**config.mk**
```make
export PLATFORM = sky130hd
export DESIGN_NAME = fifo_read_ctrl
export DESIGN_NICKNAME = d
export VERILOG_FILES = /design/src/rtl/fifo_pkg.sv /design/src/rtl/sync_2ff.sv /design/src/rtl/fifo_read_ctrl.sv
export SDC_FILE = /design/constraint.sdc
export NUM_CORES = 1
export LEC_CHECK = 0
export BUFFER_PORTS_ARGS = -buffer_cell sky130_fd_sc_hd__buf_2
export CAP_MARGIN = 0
export CORE_UTILIZATION = 48
export CTS_CLUSTER_DIAMETER = 200
export DETAILED_ROUTE_END_ITERATION = 16
export GPL_TIMING_DRIVEN = 0
export PLACE_DENSITY = 0.78
export SLEW_MARGIN = 20
export SYNTH_ARGS = -nofsm -noshare
export SYNTH_HDL_FRONTEND = slang
export SYNTH_SLANG_ARGS = --single-unit
export TNS_END_PERCENT = 1
```
**constraint.sdc**
```tcl
create_clock -name clk_rd -period 3.2 [get_ports clk_rd]
set_input_delay 0.48 -clock clk_rd [delete_from_list [all_inputs] [get_ports clk_rd]]
set_output_delay 0.48 -clock clk_rd [all_outputs]
set_load 0.005 [all_outputs]
```
**src/rtl/fifo_pkg.sv**
```systemverilog
// Shared helpers for the asynchronous FIFO: pointer Gray-code conversion and
// default geometry used by both the read and write controllers.
package fifo_pkg;

    localparam int unsigned FIFO_DATA_WIDTH = 8;
    localparam int unsigned FIFO_ADDR_WIDTH = 6;

    // Mask keeping the low 'width' bits of a 32-bit pointer value.
    function automatic logic [31:0] width_mask(input int unsigned width);
        logic [31:0] m;
        if (width >= 32)
            m = '1;
        else
            m = (32'd1 << width) - 32'd1;
        return m;
    endfunction

    function automatic logic [31:0] bin2gray(input logic [31:0] bin, input int unsigned width);
        logic [31:0] b;
        b = bin & width_mask(width);
        return b ^ (b >> 1);
    endfunction

    function automatic logic [31:0] gray2bin(input logic [31:0] gray, input int unsigned width);
        logic [31:0] g;
        logic [31:0] b;
        g = gray & width_mask(width);
        b = '0;
        for (int unsigned i = 0; i < width && i < 32; i++)
            b[i] = ^(g >> i);
        return b;
    endfunction

endpackage

```
**src/rtl/sync_2ff.sv**
```systemverilog
// Generic two-flop synchronizer for multi-bit Gray pointers crossing clock domains.
module sync_2ff #(
    parameter int unsigned WIDTH = 7
) (
    input  logic             clk,
    input  logic             rst,
    input  logic [WIDTH-1:0] d,
    output logic [WIDTH-1:0] q
);

    logic [WIDTH-1:0] meta;

    always_ff @(posedge clk or posedge rst) begin
        if (rst) begin
            meta <= '0;
            q    <= '0;
        end else begin
            meta <= d;
            q    <= meta;
        end
    end

endmodule

```
**src/rtl/fifo_read_ctrl.sv**
```systemverilog
// Read-side controller of the asynchronous FIFO: read pointer, empty/occupancy
// from the synchronized write pointer, and a valid/ready output stage.
module fifo_read_ctrl
    import fifo_pkg::*;
#(
    parameter int unsigned DATA_WIDTH = FIFO_DATA_WIDTH,
    parameter int unsigned ADDR_WIDTH = FIFO_ADDR_WIDTH
) (
    input  logic                  clk_rd,
    input  logic                  rst_rd,
    input  logic [ADDR_WIDTH:0]   wptr_gray,
    output logic [ADDR_WIDTH:0]   rptr_gray,
    output logic [ADDR_WIDTH-1:0] raddr,
    output logic                  rd_en,
    input  logic [DATA_WIDTH-1:0] mem_data,
    output logic [DATA_WIDTH-1:0] dout,
    output logic                  dout_valid,
    input  logic                  dout_ready,
    output logic                  empty,
    output logic [ADDR_WIDTH:0]   rd_count
);

    localparam int unsigned PW = ADDR_WIDTH + 1;

    logic [PW-1:0] wq2_gray;
    logic [PW-1:0] wq2_bin;
    logic [PW-1:0] rbin;
    logic [PW-1:0] rbin_next;
    logic [PW-1:0] rgray_q;
    logic [PW-1:0] rgray_next;
    logic          valid_q;
    logic          empty_c;
    logic          issue;

    sync_2ff #(
        .WIDTH (PW)
    ) u_wptr_sync (
        .clk (clk_rd),
        .rst (rst_rd),
        .d   (wptr_gray),
        .q   (wq2_gray)
    );

    always_comb begin
        wq2_bin = PW'(gray2bin(32'(wq2_gray), PW));
        empty_c = (rbin == wq2_bin);
        // A word may leave memory only when the output slot is free or draining now.
        issue   = !empty_c && (!valid_q || dout_ready);
    end

    always_comb begin
        rbin_next  = rbin + {{(PW-1){1'b0}}, issue};
        rgray_next = PW'(bin2gray(32'(rbin_next), PW));
    end

    always_ff @(posedge clk_rd or posedge rst_rd) begin
        if (rst_rd) begin
            rbin    <= '0;
            rgray_q <= '0;
        end else begin
            rbin    <= rbin_next;
            rgray_q <= rgray_next;
        end
    end

    always_ff @(posedge clk_rd or posedge rst_rd) begin
        if (rst_rd)
            valid_q <= 1'b0;
        else if (issue)
            valid_q <= 1'b1;
        else if (dout_ready)
            valid_q <= 1'b0;
    end

    assign rptr_gray  = rgray_q;
    assign raddr      = rbin[ADDR_WIDTH-1:0];
    assign rd_en      = issue;
    assign empty      = empty_c;
    assign rd_count   = wq2_bin - rbin;
    assign dout       = mem_data;
    assign dout_valid = valid_q;

endmodule

```
# Word-level counts from Yosys, hierarchy flattened
# Cells that the tools add are included.
# Widths: inputs -> output; s select.
[op_classes]
add_sub_neg = 2
multipliers = 0
div = 0
order_cmp = 0
n_eq_ne = 1
shift = 0
n_mux = 2
bitwise_logic = 1
reduce_logical = 12
[op_table]
columns = ["operator", "n"]
rows = [
  ["$reduce_xor 32->1", 7],
  ["$add 7x1->7", 1],
  ["$eq 7x7->1", 1],
  ["$sub 7x7->7", 1],
  ["$xor 7x6->7", 1],
  ["$logic_not 1->1", 2],
  ["$mux 1", 2],
  ["$reduce_bool 2->1", 1],
  ["$logic_and 1x1->1", 1],
  ["$logic_or 1x1->1", 1],
]
[word_totals]
register_bits = 29
latch_bits = 0
mem_bits_rw = 0
romBits = 0
input_bits = 18
out_inout_bits = 31
word_cells = 23
n_memories = 0

# Longest topological paths before layout
# Gate-level depths: netlist (run 1).
[logic_depth]
word_depth = 6
ltp_mapped = 14
ltp_nobuf = 14

# Modules after synthesis
# A second synthesis (run 1) with hierarchy kept.
[hier_totals]
hier_cells = 113
area_unflattened_um2 = 1346.3
[modules_own_cells]
columns = ["module", "n_inst", "cells_each", "area_per_inst_um2", "seq_area_each_um2"]
rows = [
  ["fifo_read_ctrl", 1, 98, 992.2, 350.3],
  ["sync_2ff", 1, 15, 354.1, 350.3],
]

# Worst setup path after synthesis (run 1)
# OpenSTA, ideal clock, no wires.
[synth_timing]
kind = "register -> register"
startpoint = "register u_wptr_sync.q[5]"
endpoint = "register rgray_q[4] (netlist: rptr_gray[4])"
setup_time_ps = 132
arrival_time_ps = 3014
required_ps = 3068
setup_slack_ps = 54
stages_incl_launch_ff = 15
n_path_buf = 0
period_less_slack_ps = 3146
cell_sequence = "dfrtp_1 xnor3_2 xor2_2 xnor2_2 xnor2_1 ha_1 inv_1 nor4_1 a21oi_1 ha_1 ha_1 nand3_1 xnor2_1 inv_1 xnor2_1"
[synth_between]
elab_chain_len = 6
elab_cells_between_ends = 11
cone_classes = "add/sub: 1; eq/ne: 1; bitwise: 1; reduce/logical: 8"
[synth_lines]
columns = ["element", "line_no", "text"]
rows = [
  ["start, declared", "sync_2ff.sv:8", "output logic [WIDTH-1:0] q"],
  ["start signal, assigned", "sync_2ff.sv:19", "q <= meta;"],
  ["$reduce_xor 32->1", "fifo_pkg.sv:30", "b[i] = ^(g >> i);"],
  ["$eq 7x7->1 (*)", "fifo_read_ctrl.sv:46", "empty_c = (rbin == wq2_bin);"],
  ["via empty", "fifo_read_ctrl.sv:19", "output logic empty,"],
  ["$logic_not 1->1 (*)", "fifo_read_ctrl.sv:48", "issue = !empty_c && (!valid_q || dout_ready);"],
  ["$logic_and 1x1->1 (*)", "fifo_read_ctrl.sv:48", ""],
  ["via rd_en", "fifo_read_ctrl.sv:14", "output logic rd_en,"],
  ["$add 7x1->7 (*)", "fifo_read_ctrl.sv:52", "rbin_next = rbin + {{(PW-1){1'b0}}, issue};"],
  ["via rbin_next[4]", "fifo_read_ctrl.sv:28", "logic [PW-1:0] rbin_next;"],
  ["$xor 7x6->7 (*)", "fifo_pkg.sv:21", "return b ^ (b >> 1);"],
  ["via rgray_next[4]", "fifo_read_ctrl.sv:30", "logic [PW-1:0] rgray_next;"],
  ["end signal, assigned", "fifo_read_ctrl.sv:62", "rgray_q <= rgray_next;"],
  ["end, declared", "fifo_read_ctrl.sv:29", "logic [PW-1:0] rgray_q;"],
]
# The timed path passes the listed nets; every way through them passes the cells marked *.
# A chain may end at the register's enable or synchronous reset.

# Worst setup path in the final report (run 1)
[layout_timing]
startpoint = "register u_wptr_sync.q[5]"
endpoint = "output rd_count[6]"
[layout_between]
elab_chain_len = 2
elab_cells_between_ends = 7
cone_classes = "add/sub: 1; reduce/logical: 6"
[layout_lines]
columns = ["element", "line_no", "text"]
rows = [
  ["$reduce_xor 32->1", "fifo_pkg.sv:30", ""],
  ["$sub 7x7->7 (*)", "fifo_read_ctrl.sv:79", "assign rd_count = wq2_bin - rbin;"],
  ["end, declared", "fifo_read_ctrl.sv:20", "output logic [ADDR_WIDTH:0] rd_count"],
]
# Mark *: on every way between the ends. The rest lies on a longest branch, timed or not.

==> run summary, run 1 <==
For this run, the post-layout net count is 198. Data on the critical path arrives at its endpoint at 2.90 ns. In the synthesized netlist, the cells that appear most often are 28 x dfrtp_1, 19 x inv_1, 9 x xnor2_1.

The tools report the distinct cell type count of the synthesized netlist as 27. The launch instance of the worst register-to-register path was u_wptr_sync.q[5]. The hold violation count in the final report was 0; the wire length of the first global-routing pass was 3540 µm. For this run, the number of Yosys warnings is 0. The routed design has 2520 µm of wire. After floorplanning, the core was sized to cover 2540 µm².

Counting cells, the worst reg-to-reg path comes to 14. Clock transition at the registers of the reported paths: 0.14 ns. Cells with a size suffix above 1 make up 48.2% of the layout. The most used flip-flop cell after synthesis is dfrtp_1. Endpoint kind of the worst setup timing path: a primary output. The cell with the largest stage delay on the worst path is xnor3_2.

The class of the most critical setup path was reg2out. The number of global-route vias before repair is 841, and the die outline width is 54.8 µm. The synthesized cell area came out at 1340 µm².

The tools report the detailed-placement wirelength estimate as 1820 µm. For this run, the total global-route usage over all layers was measured as 17.2%. For the pin with the worst max-slew slack, the measured transition is 0.929 ns.

The run gives 185 as the total placed cells including tap cells. The worst slack at placement came out at -0.212 ns. The power density over the cells came out at 941 nW/µm². TritonCTS built the clock tree.

The instance count of the mapped netlist was 115. For the final database, setup skew stands at 0.00702 ns. The final setup violation count came out at 5. The type of origin of the critical path was a flip-flop. The effective utilization at floorplan was 52.6%. The run finished, with violations left.

The logs give 0 for the antenna diode count and 37.7% for the normalized max-slew margin. Most frequent cell after synthesis: dfrtp_1. Static timing analysis puts the maximum clock frequency at 0.296 GHz. Flip-flop and latch count after synthesis: 28. Buffers placed on the I/O ports in this run total 40. 49 I/O pins were placed. The routed design could run at a clock period as short as 3.38 ns. Traced cell by cell, the critical path runs through xnor3_2 -> xor2_4 -> xnor2_2 -> xnor2_1 -> ha_2 -> fa_2 -> nor2b_4 -> o21ai_2 -> a211o_1 -> o211ai_1 -> buf_2. After routing, the total negative slack on setup checks comes to -0.499 ns. The run gives 2.72 ns as the required time at the endpoint of the critical path. In this run the remaining antenna-violating nets after routing total 0. After detailed routing, the average wire length per cell comes to 12.6 µm. The worst hold path class is in2async. The mean area per synthesized cell came out at 11.6 µm².

The period utilization came out at 106%. Sequential cell area fraction in the yosys report: 52.3%. The maximum fanout along the worst path is 3, and the leakage power is 0.925 nW.

For this block, the initial DRC count from the detailed router was 5. The smallest setup slack after layout is -0.184 ns. The tools report the root buffer selected by CTS as clkbuf_4. The slack of the worst reg-to-reg path came out at 0.03 ns.

The number of vias per cell works out to 4.81. Setup repair after global routing could not meet its margin everywhere. The routed layout has 962 vias. The biggest area contributor in the post-synthesis netlist is dfrtp_1. The die covers 3000 µm². The stage delay of the slowest cell on the critical path works out to 0.47 ns. For the worst-skew pair, the clock arrives at the later sink with an insertion delay of 0.31 ns. On the final layout, the worst hold slack is 0.236 ns. Yosys mapped a number of flops with a built-in enable equal to 0.

For this run, asynchronously set or reset flops after synthesis account for 100%. The final reports fail on setup timing. For the number of buffers between clock root and the deepest sink, the log shows 2. For the total iterations of the first detailed-routing run, the log shows 4. In this run the vertical extent of the chip is 54.8 µm. The final instance count without filler cells is 200.

The endpoint identified for the worst register-to-register timing path is rptr_gray[5]. The initial antenna violation count came out at 0. The quantity of hold-fixing buffers added after cts is 0. Entering global routing, the biggest net connects 29 pins.

The tools report the worst IR drop on VDD as 0.609 mV. After detailed routing, the number of remaining DRC violations is 0. The placer congestion estimate was 0.773; the number of clock buffers inserted by TritonCTS was 3. CTS saw 28 sinks.

The share of synthesized area in the top cell type comes to 52.3%. Across the run, the number of max-cap violations was 0. The logs give 1.69 mW for the post-route total power and 0 for the total global routing overflow. The number of H-tree levels is 1. The number of pins with negative max-slew slack in the final report came out at 0. The number of standard-cell rows in the floorplan came out at 18. Ranked by total cell area, the synthesized netlist is headed by dfrtp_1 52%, ha_1 7.5%, xnor2_1 5.9%, inv_1 5.3%, xor2_1 5.2%. Relative to the synthesized area, the layout overhead comes to 34.4%. For the net count of the mapped netlist, the log shows 142.
==> sequential cells by signal (all words and copies together), names as in the netlist <==
name,count
u_wptr_sync.q,7
rptr_gray,6
rbin,7
u_wptr_sync.meta,7
dout_valid,1
==> area by class of cell <==
cell class,count,area [µm²]
Fill cell,179,746
Sequential cell,28,701
Multi-Input combinational cell,60,611
Timing Repair Buffer,51,283
Inverter,19,71.3
Buffer,8,60.1
Tap cell,30,37.5
Clock buffer,4,36.3
==> through the flow <==
stage                     utilization, %  area (µm²)
after floorplan                        -        1340
after global placement              61.9        1580
after detailed placement            61.9        1580
after CTS                           66.3        1690
after global routing                70.7        1800
final                               70.7        1800
==> metal layers <==
metal / GRT usage, % / share of wire, %
met5: 0 / 0
met4: 5.13 / 0.48
met3: 1.94 / 5.1
met2: 31.7 / 54
met1: 20.7 / 40
==> cell usage in the layout, fill, tap and decap left out, types with 2 or more instances in the layout <==
master | synthesis | layout
buf_2 | 0 | 40
dfrtp_1 | 28 | 28
buf_4 | 8 | 19
inv_1 | 19 | 18
xor2_1 | 8 | 7
xnor2_1 | 9 | 7
nor3_1 | 5 | 4
ha_2 | 0 | 4
ha_1 | 8 | 4
xnor2_2 | 1 | 3
clkbuf_4 | 0 | 3
and3_1 | 2 | 2
nor2_1 | 3 | 2
o21a_1 | 2 | 2
nand2_1 | 2 | 2
o211ai_1 | 2 | 2
==> power by group <==
group          leakage, nW  internal, mW  switching, mW
clock               0.0210        0.0694         0.0905
combinational        0.579         0.502          0.508
sequential           0.325         0.451         0.0724
total                0.925          1.02          0.671
==> critical path, delay by kind of cell (launching register included) <==
family                     cells  cell delay, ns
DFF                            1            0.38
adders and majority gates      2            0.57
buffers and inverters          1            0.13
AOI/OAI and AO/OA              3            0.43
xor gates and xnor gates       4            0.95
and+or+nand+nor                1            0.14
==> what timing repair did <==
item                                    in CTS  in global routing
endpoints found under the setup margin      12                 18
buffers inserted                             5                  6
gates resized for setup                      9                 13
pin swaps                                    7                 10
endpoints found under the hold margin        0                  0
==> worst max-delay path by stage <==
stage,from,to,slack (ns),cells past startpoint
finish,u_wptr_sync.q[5],rd_count[6],-0.18,11
global route,u_wptr_sync.q[5],rd_count[6],-0.30,11
CTS,u_wptr_sync.q[6],rd_count[6],-0.25,11
detailed placement,u_wptr_sync.q[5],rptr_gray[4],-0.21,14
global placement,u_wptr_sync.q[5],rptr_gray[4],-0.07,14
floorplan,u_wptr_sync.q[5],rptr_gray[4],0.05,14
==> logic make-up after synthesis <==
family,synth area share [%]
flip-flops,52.3
buffers and inverters,9.81
XOR/XNOR,15.3
AND/OR/NAND/NOR,7.29
AO/OA/AOI/OAI,6.26
adder cells (fa/ha/maj),8.97
Power figures use the tool's default switching activity.
==> run 2, diff against run 1 <==
- CORE_MARGIN: unset -> 2
- CORE_UTILIZATION: 48 -> 35
- PLACE_DENSITY: 0.78 -> unset
==> run summary, run 2 (synthesized netlist as in run 1, its figures left out) <==
The transition at the pin with the smallest max-transition slack was 0.559 ns (was 0.929 ns); the die footprint was 4340 µm² (was 3000 µm²). The root buffer selected by CTS is clkbuf_8 (was clkbuf_4). For the total iterations of the first detailed-routing run, the log shows 4 (unchanged). TritonCTS built the clock tree. The tools report the leakage power as 0.915 nW (was 0.925 nW). The start point of the critical path was u_wptr_sync.q[5] (unchanged).

The tools report the worst endpoint data arrival time as 2.82 ns (was 2.90 ns). The stage delay of the slowest cell on the critical path is 0.48 ns (was 0.47 ns). The logs give 11.7% (was 17.2%) for the overall routing resource usage and 0.339 mV (was 0.609 mV) for the worst IR drop on VDD. The clock transition at the registers of the reported paths is 0.08 ns (was 0.14 ns). The share of total power consumed by net switching is 39.2% (was 39.6%). The part of the total power dissipated in combinational logic was 59.5% (was 59.6%). The worst clock skew on the final layout is 0.00123 ns (was 0.00702 ns). The worst-case reg-to-reg path depth was 14 (unchanged). For the sum of negative setup slack, the log shows -0.130 ns (was -0.499 ns). The die outline width was 65.8 µm (was 54.8 µm). The endpoint of the lowest-slack register-to-register path is rptr_gray[5] (unchanged).

The logs give 0 (unchanged) for the quantity of hold-fixing buffers added after cts and 0 (unchanged) for the initial antenna violation count. The run gives 0.780 (was 0.773) as the placer congestion estimate. The number of buffers between clock root and the deepest sink was 2 (unchanged); the count of buffers from port buffering was 40 (unchanged).

The number of vias per cell is 4.47 (was 4.81), and the period utilization is 103% (was 106%). The tools report the launch instance of the worst register-to-register path as u_wptr_sync.q[5] (unchanged). Kind of cell adding the most delay to the critical path: XOR/XNOR gates (unchanged). The total number of cells along the worst setup path works out to 11 (unchanged).

Worst setup path endpoint: rd_count[6] (unchanged). Setup repair after global routing could not meet its margin everywhere. The tools report the post-detailed-routing wire length as 2440 µm (was 2520 µm).

Violated checks: setup timing (unchanged). The fraction of layout cells with a size suffix above 1 came out at 49.4% (was 48.2%). The detailed-placement wirelength estimate was 1830 µm (was 1820 µm).

The run gives 41 (was 5) as the detailed router's first-iteration violation count. The hold violation count in the final report is 0 (unchanged). The number of global-route vias before repair was 926 (was 841).

For the number of inserted filler cells in the final layout, the log shows 325 (was 179). The commonest non-fill, non-tap cell in the layout is buf_2 (unchanged). The tools report the detailed-routed wire length on met3 as 169 µm (was 129 µm).

The cell with the largest stage delay on the worst path is xnor3_2 (unchanged). The flow ran to the end, but the final reports show violations. The normalized max-slew margin came out at 62.7% (was 37.7%). The met2 layer wire length in the routed design came out at 1240 µm (was 1370 µm). Most frequent cells in the layout: 40 x buf_2, 28 x dfrtp_1, 17 x inv_1 (was 40 x buf_2, 28 x dfrtp_1, 19 x buf_4).

The switching component of the power was 678 µW (was 671 µW); the clock network power share was 10.3% (was 9.4%). The area growth from synthesis to final layout is 36.7% (was 34.4%), and the power density over the cells is 945 nW/µm² (was 941 nW/µm²). The antenna diode count is 0 (unchanged), and the number of nets in the layout is 195 (was 198). The clock period minus worst slack works out to 3.30 ns (was 3.38 ns).

The floorplan core area is 3660 µm² (was 2540 µm²), and the clock sink total is 28 (unchanged). Ordered list of cells on the worst path: xnor3_2 -> xor2_4 -> xnor2_2 -> xnor2_1 -> ha_2 -> fa_2 -> nor2b_2 -> o21ai_2 -> a211o_1 -> o211ai_1 -> buf_2 (was xnor3_2 -> xor2_4 -> xnor2_2 -> xnor2_1 -> ha_2 -> fa_2 -> nor2b_4 -> o21ai_2 -> a211o_1 -> o211ai_1 -> buf_2). The logs give 986 µm (was 1010 µm) for the routed metal-1 wirelength and 0 (unchanged) for the count of maximum capacitance violations. The effective utilization at floorplan is 36.6% (was 52.6%), and the maximum number of pins on one net before global-route repair is 29 (unchanged).

The sequential fraction of design power was 30.2% (was 30.9%). The number of pins with negative max-slew slack in the final report came out at 0 (unchanged). Required time at the endpoint of the critical path: 2.72 ns (about the same). The tools report the top achievable clock speed as 0.303 GHz (was 0.296 GHz).

Wire length of the first global-routing pass: 3860 µm (was 3540 µm). The logs give 22 (was 18) for the number of standard-cell rows in the floorplan and 957 (was 962) for the number of vias in the routed layout. The worst path buffer plus inverter count is 1 (unchanged), and the residual DRC count is 0 (unchanged). The top routing layer in use is met4 (unchanged). For the number of clock buffers inserted by TritonCTS, the log shows 3 (unchanged). The worst hold path class was in2async (unchanged).

The run gives 0 (unchanged) as the number of routed nets with antenna violations. The routed wirelength normalized by instance count works out to 11.4 µm (was 12.6 µm). The slack of the worst reg-to-reg path was 0.05 ns (was 0.03 ns).

The logs give 1 (unchanged) for the number of H-tree levels and 50.0% (was 70.7%) for the utilization after layout. The run gives 0.26 ns (was 0.31 ns) as the source-to-sink clock delay at the later pin of the worst-skew pair. The smallest setup slack after layout was -0.101 ns (was -0.184 ns); the height of the die was 65.8 µm (was 54.8 µm).

The number of I/O pins was 49 (unchanged). The type of origin of the critical path is a flip-flop (unchanged). The tools report the endpoint kind of the worst setup timing path as a primary output (unchanged). The maximum fanout along the worst path came out at 3 (unchanged). The class of the most critical setup path is reg2out (unchanged).

Biggest regs: rbin: 7 flops, u_wptr_sync.meta: 7 flops, u_wptr_sync.q: 7 flops (unchanged). The run gives 0 (unchanged) as the total global routing overflow. The run gives 1.05 mW (was 1.02 mW) as the internal power component.

The final setup violation count is 3 (was 5).
-- run 2: cell count changes in the layout (fill, tap and decap cells not counted), moves of 2 or more --
cell / change
buf_4: -3
clkbuf_4: -3
clkbuf_8: +2
ha_4: +2
inv_2: +2
-- run 2: timing repair --
| item | CTS | global route |
|---|---|---|
| setup buffers | 4 | 4 |
| endpoints found under the setup margin | 9 | 16 |
| pin swaps | 7 | 11 |
| gates resized for setup | 9 | 16 |
-- run 2: per-stage QoR --
stage	instance area (µm²)	hold WS (ns)	instances	setup WS, ns	power, mW
6_report	1830	0.257	214	-0.101	1.73
5_1_grt	1830	0.296	214	-0.222	1.88
4_1_cts	1710	0.307	210	-0.141	1.59
3_5_place_dp	1600	0.335	203	-0.125	1.34
3_3_place_gp	1600	0.333	203	-0.114	1.31
2_1_floorplan	1340	0.331	115	0.0536	1.04
-- run 2: routing by layer --
metal / vias to the layer above / global-route usage, %
met5: - / 0
met4: 0 / 6.77
met3: 5 / 2.04
met2: 36 / 20.7
met1: 453 / 13.2
li1: 463 / -
-- run 2: area by class of cell --
| cell class | count | area (µm²) | area share [%] |
|---|---|---|---|
| Sequential cell | 28 | 701 | 38.3 |
| Multi-Input combinational cell | 60 | 637 | 34.8 |
| Timing Repair Buffer | 48 | 260 | 14.2 |
| Inverter | 19 | 71.3 | 3.90 |
| Buffer | 8 | 60.1 | 3.28 |
| Tap cell | 48 | 60.1 | 3.28 |
| Clock buffer | 3 | 41.3 | 2.26 |
-- run 2: worst min path at each step --
stage | start | slack, ns | to
2_1_floorplan | u_wptr_sync.meta[0] | 0.33 | u_wptr_sync.q[0]
3_3_place_gp | u_wptr_sync.meta[1] | 0.33 | u_wptr_sync.q[1]
3_5_place_dp | u_wptr_sync.meta[2] | 0.33 | u_wptr_sync.q[2]
4_1_cts | wptr_gray[0] | 0.31 | u_wptr_sync.meta[0]
5_1_grt | wptr_gray[0] | 0.30 | u_wptr_sync.meta[0]
6_report | rst_rd | 0.26 | u_wptr_sync.meta[6]
-- run 2: power by group through the flow --
stage	registers, mW	logic (mW)	clock network (mW)
floorplan	0.522	0.520	0
global placement	0.514	0.797	0
detailed placement	0.516	0.822	0
CTS	0.509	0.893	0.189
global route	0.536	1.14	0.205
finish	0.522	1.03	0.179
==> run 3, diff against run 2 <==
- SKIP_CTS_REPAIR_TIMING: unset -> 1
==> run summary, run 3 (synthesized netlist as in run 1, its figures left out) <==
Clock transition at the registers of the reported paths: 0.08 ns (about the same). The flow ran to the end, but the final reports show violations. The logs give 62.7% (about the same) for the normalized max-slew margin and 49 (unchanged) for the number of I/O pins. The detailed router's first-iteration violation count came out at 28 (was 41). The total global routing overflow was 0 (unchanged); the clock sink total was 28 (unchanged). The maximum fanout along the worst path came out at 3 (unchanged). Number of routed nets with antenna violations: 0 (unchanged).

The number of H-tree levels is 1 (unchanged). For the number of buffers between clock root and the deepest sink, the log shows 2 (unchanged). Violated checks: setup timing (unchanged). The antenna diode count is 0 (unchanged).

The worst IR drop on VDD is 0.316 mV (was 0.339 mV). The wire length of the first global-routing pass was 3750 µm (was 3860 µm). The maximum number of pins on one net before global-route repair was 29 (unchanged).

The number of standard-cell rows in the floorplan is 22 (unchanged), and the internal power component is 976 µW (was 1.05 mW). TritonCTS built the clock tree. Area growth from synthesis to final layout: 31.6% (was 36.7%).

Most frequent cells in the layout: 40 x buf_2, 28 x dfrtp_1, 17 x inv_1 (unchanged). Setup repair after global routing could not meet its margin everywhere. The number of nets in the layout came out at 189 (was 195). For the residual DRC count, the log shows 0 (unchanged). The worst clock skew on the final layout is 0.00122 ns (was 0.00123 ns).

The hold violation count in the final report came out at 0 (unchanged). The post-detailed-placement cell area is 1600 µm² (unchanged). The worst hold path class is in2async (unchanged).

The run gives 0.26 ns (about the same) as the source-to-sink clock delay at the later pin of the worst-skew pair. Class of the most critical setup path: reg2out (unchanged). The share of total power consumed by net switching is 39.9% (was 39.2%), and the count of buffers from port buffering is 40 (unchanged). Top achievable clock speed: 0.294 GHz (was 0.303 GHz). Clock period minus worst slack: 3.40 ns (was 3.30 ns).

The count of maximum capacitance violations is 0 (unchanged). The number of global-route vias before repair came out at 886 (was 926). The number of pins with negative max-slew slack in the final report came out at 0 (unchanged). The routed wirelength normalized by instance count came out at 11.5 µm (was 11.4 µm).

The number of vias per cell came out at 4.47 (about the same). The run gives 2.72 ns (about the same) as the required time at the endpoint of the critical path. The period utilization is 106% (was 103%). The fraction of layout cells with a size suffix above 1 is 46.3% (was 49.4%). Biggest regs: rbin: 7 flops, u_wptr_sync.meta: 7 flops, u_wptr_sync.q: 7 flops (unchanged). The type of origin of the critical path is a flip-flop (unchanged). The die outline width works out to 65.8 µm (unchanged).

The worst endpoint data arrival time came out at 2.92 ns (was 2.82 ns). The overall routing resource usage was 11.5% (was 11.7%); the effective utilization at floorplan was 36.6% (unchanged). The tools report the root buffer selected by CTS as clkbuf_8 (unchanged).

For the final setup violation count, the log shows 3 (unchanged). Leakage power: 0.888 nW (was 0.915 nW). The power density over the cells was 923 nW/µm² (was 945 nW/µm²); the number of inserted filler cells in the final layout was 341 (was 325).

The run gives 57.1% (was 59.5%) as the part of the total power dissipated in combinational logic. Commonest non-fill, non-tap cell in the layout: buf_2 (unchanged). Detailed-placement wirelength estimate: 1830 µm (unchanged). The transition at the pin with the smallest max-transition slack was 0.559 ns (about the same). The logs give 0 (unchanged) for the initial antenna violation count and 929 (was 957) for the number of vias in the routed layout.

The smallest setup slack after layout is -0.202 ns (was -0.101 ns). The endpoint kind of the worst setup timing path was a primary output (unchanged). For the clock network power share, the log shows 11.0% (was 10.3%). The logs give 2400 µm (was 2440 µm) for the post-detailed-routing wire length and 3 (unchanged) for the number of clock buffers inserted by TritonCTS.

Sequential fraction of design power: 31.9% (was 30.2%). The floorplan core area is 3660 µm² (unchanged), and the total iterations of the first detailed-routing run is 4 (unchanged). The die footprint is 4340 µm² (unchanged).

The placer congestion estimate came out at 0.780 (unchanged). The run gives 0.257 ns (about the same) as the worst hold margin. The summed area of non-filler cells in the final layout was 1760 µm² (was 1830 µm²); the switching component of the power was 649 µW (was 678 µW).

The post-route total power was 1.63 mW (was 1.73 mW); the height of the die was 65.8 µm (unchanged).
==> run 3: changes by cell type in the layout (fill, tap and decap cells not counted), sizes merged <==
cell | previous run | this run
buf | 56 | 50
==> run 3: path summary, 6_finish.rpt <==
check	slack [ns]	cells after the start	start	end
min in group clk_rd	0.32	1	wptr_gray[3]	u_wptr_sync.meta[3]
max in group asynchronous	2.58	2	rst_rd	rbin[1]
hold reg to reg	0.35	0	u_wptr_sync.meta[3]	u_wptr_sync.q[3]
hold / removal	0.26	2	rst_rd	u_wptr_sync.meta[6]
setup reg to reg	0.06	14	u_wptr_sync.q[6]	rptr_gray[5]
setup / recovery	-0.20	11	u_wptr_sync.q[6]	rd_count[6]
==> run 3: final cells by class <==
cell class / instances / area (µm²) / area share, %
timing repair buffer: 42 / 215 / 12.2
inverter: 19 / 71.3 / 4.05
buffer: 8 / 60.1 / 3.41
tap: 48 / 60.1 / 3.41
multi-input combinational: 60 / 613 / 34.8
sequential: 28 / 701 / 39.8
clock buffer: 3 / 41.3 / 2.34
==> run 3: power groups by stage <==
stage | combinational, mW | sequential (mW) | clock, mW
after floorplan | 0.520 | 0.522 | 0
after global placement | 0.797 | 0.514 | 0
after detailed placement | 0.822 | 0.516 | 0
after CTS | 0.829 | 0.508 | 0.189
after global routing | 1.04 | 0.533 | 0.205
final | 0.928 | 0.518 | 0.179
==> run 3: stage by stage <==
| stage | TNS (ns) | setup WS [ns] | utilization (%) | std cells |
|---|---|---|---|---|
| 6_report | -0.437 | -0.202 | 48.1 | 208 |
| 5_1_grt | -1.21 | -0.361 | 48.1 | 208 |
| 3_5_place_dp | -0.293 | -0.125 | 43.7 | 203 |
| 2_1_floorplan | 0 | 0.0536 | - | 115 |
| 3_3_place_gp | -0.222 | -0.114 | 43.7 | 203 |
| 4_1_cts | -1.16 | -0.348 | 44.8 | 206 |
==> run 3: worst max-delay path: stages, from the launching register on <==
cell and delay [ns]:
dfrtp_1 0.39, xnor3_2 0.49, xor2_4 0.19, xnor2_2 0.15, xnor2_1 0.14, ha_2 0.19
fa_2 0.36, nor2b_2 0.14, o21ai_2 0.08, a211o_1 0.29, o211ai_1 0.09, buf_2 0.14
==> run 3: layer usage <==
metal / up-vias / track usage [%] / share of wire [%]
met5: - / 0 / 0
met4: 0 / 6.25 / 1.8
met3: 5 / 2.04 / 6.9
met2: 36 / 20.3 / 51
met1: 437 / 13.0 / 40
li1: 451 / - / -
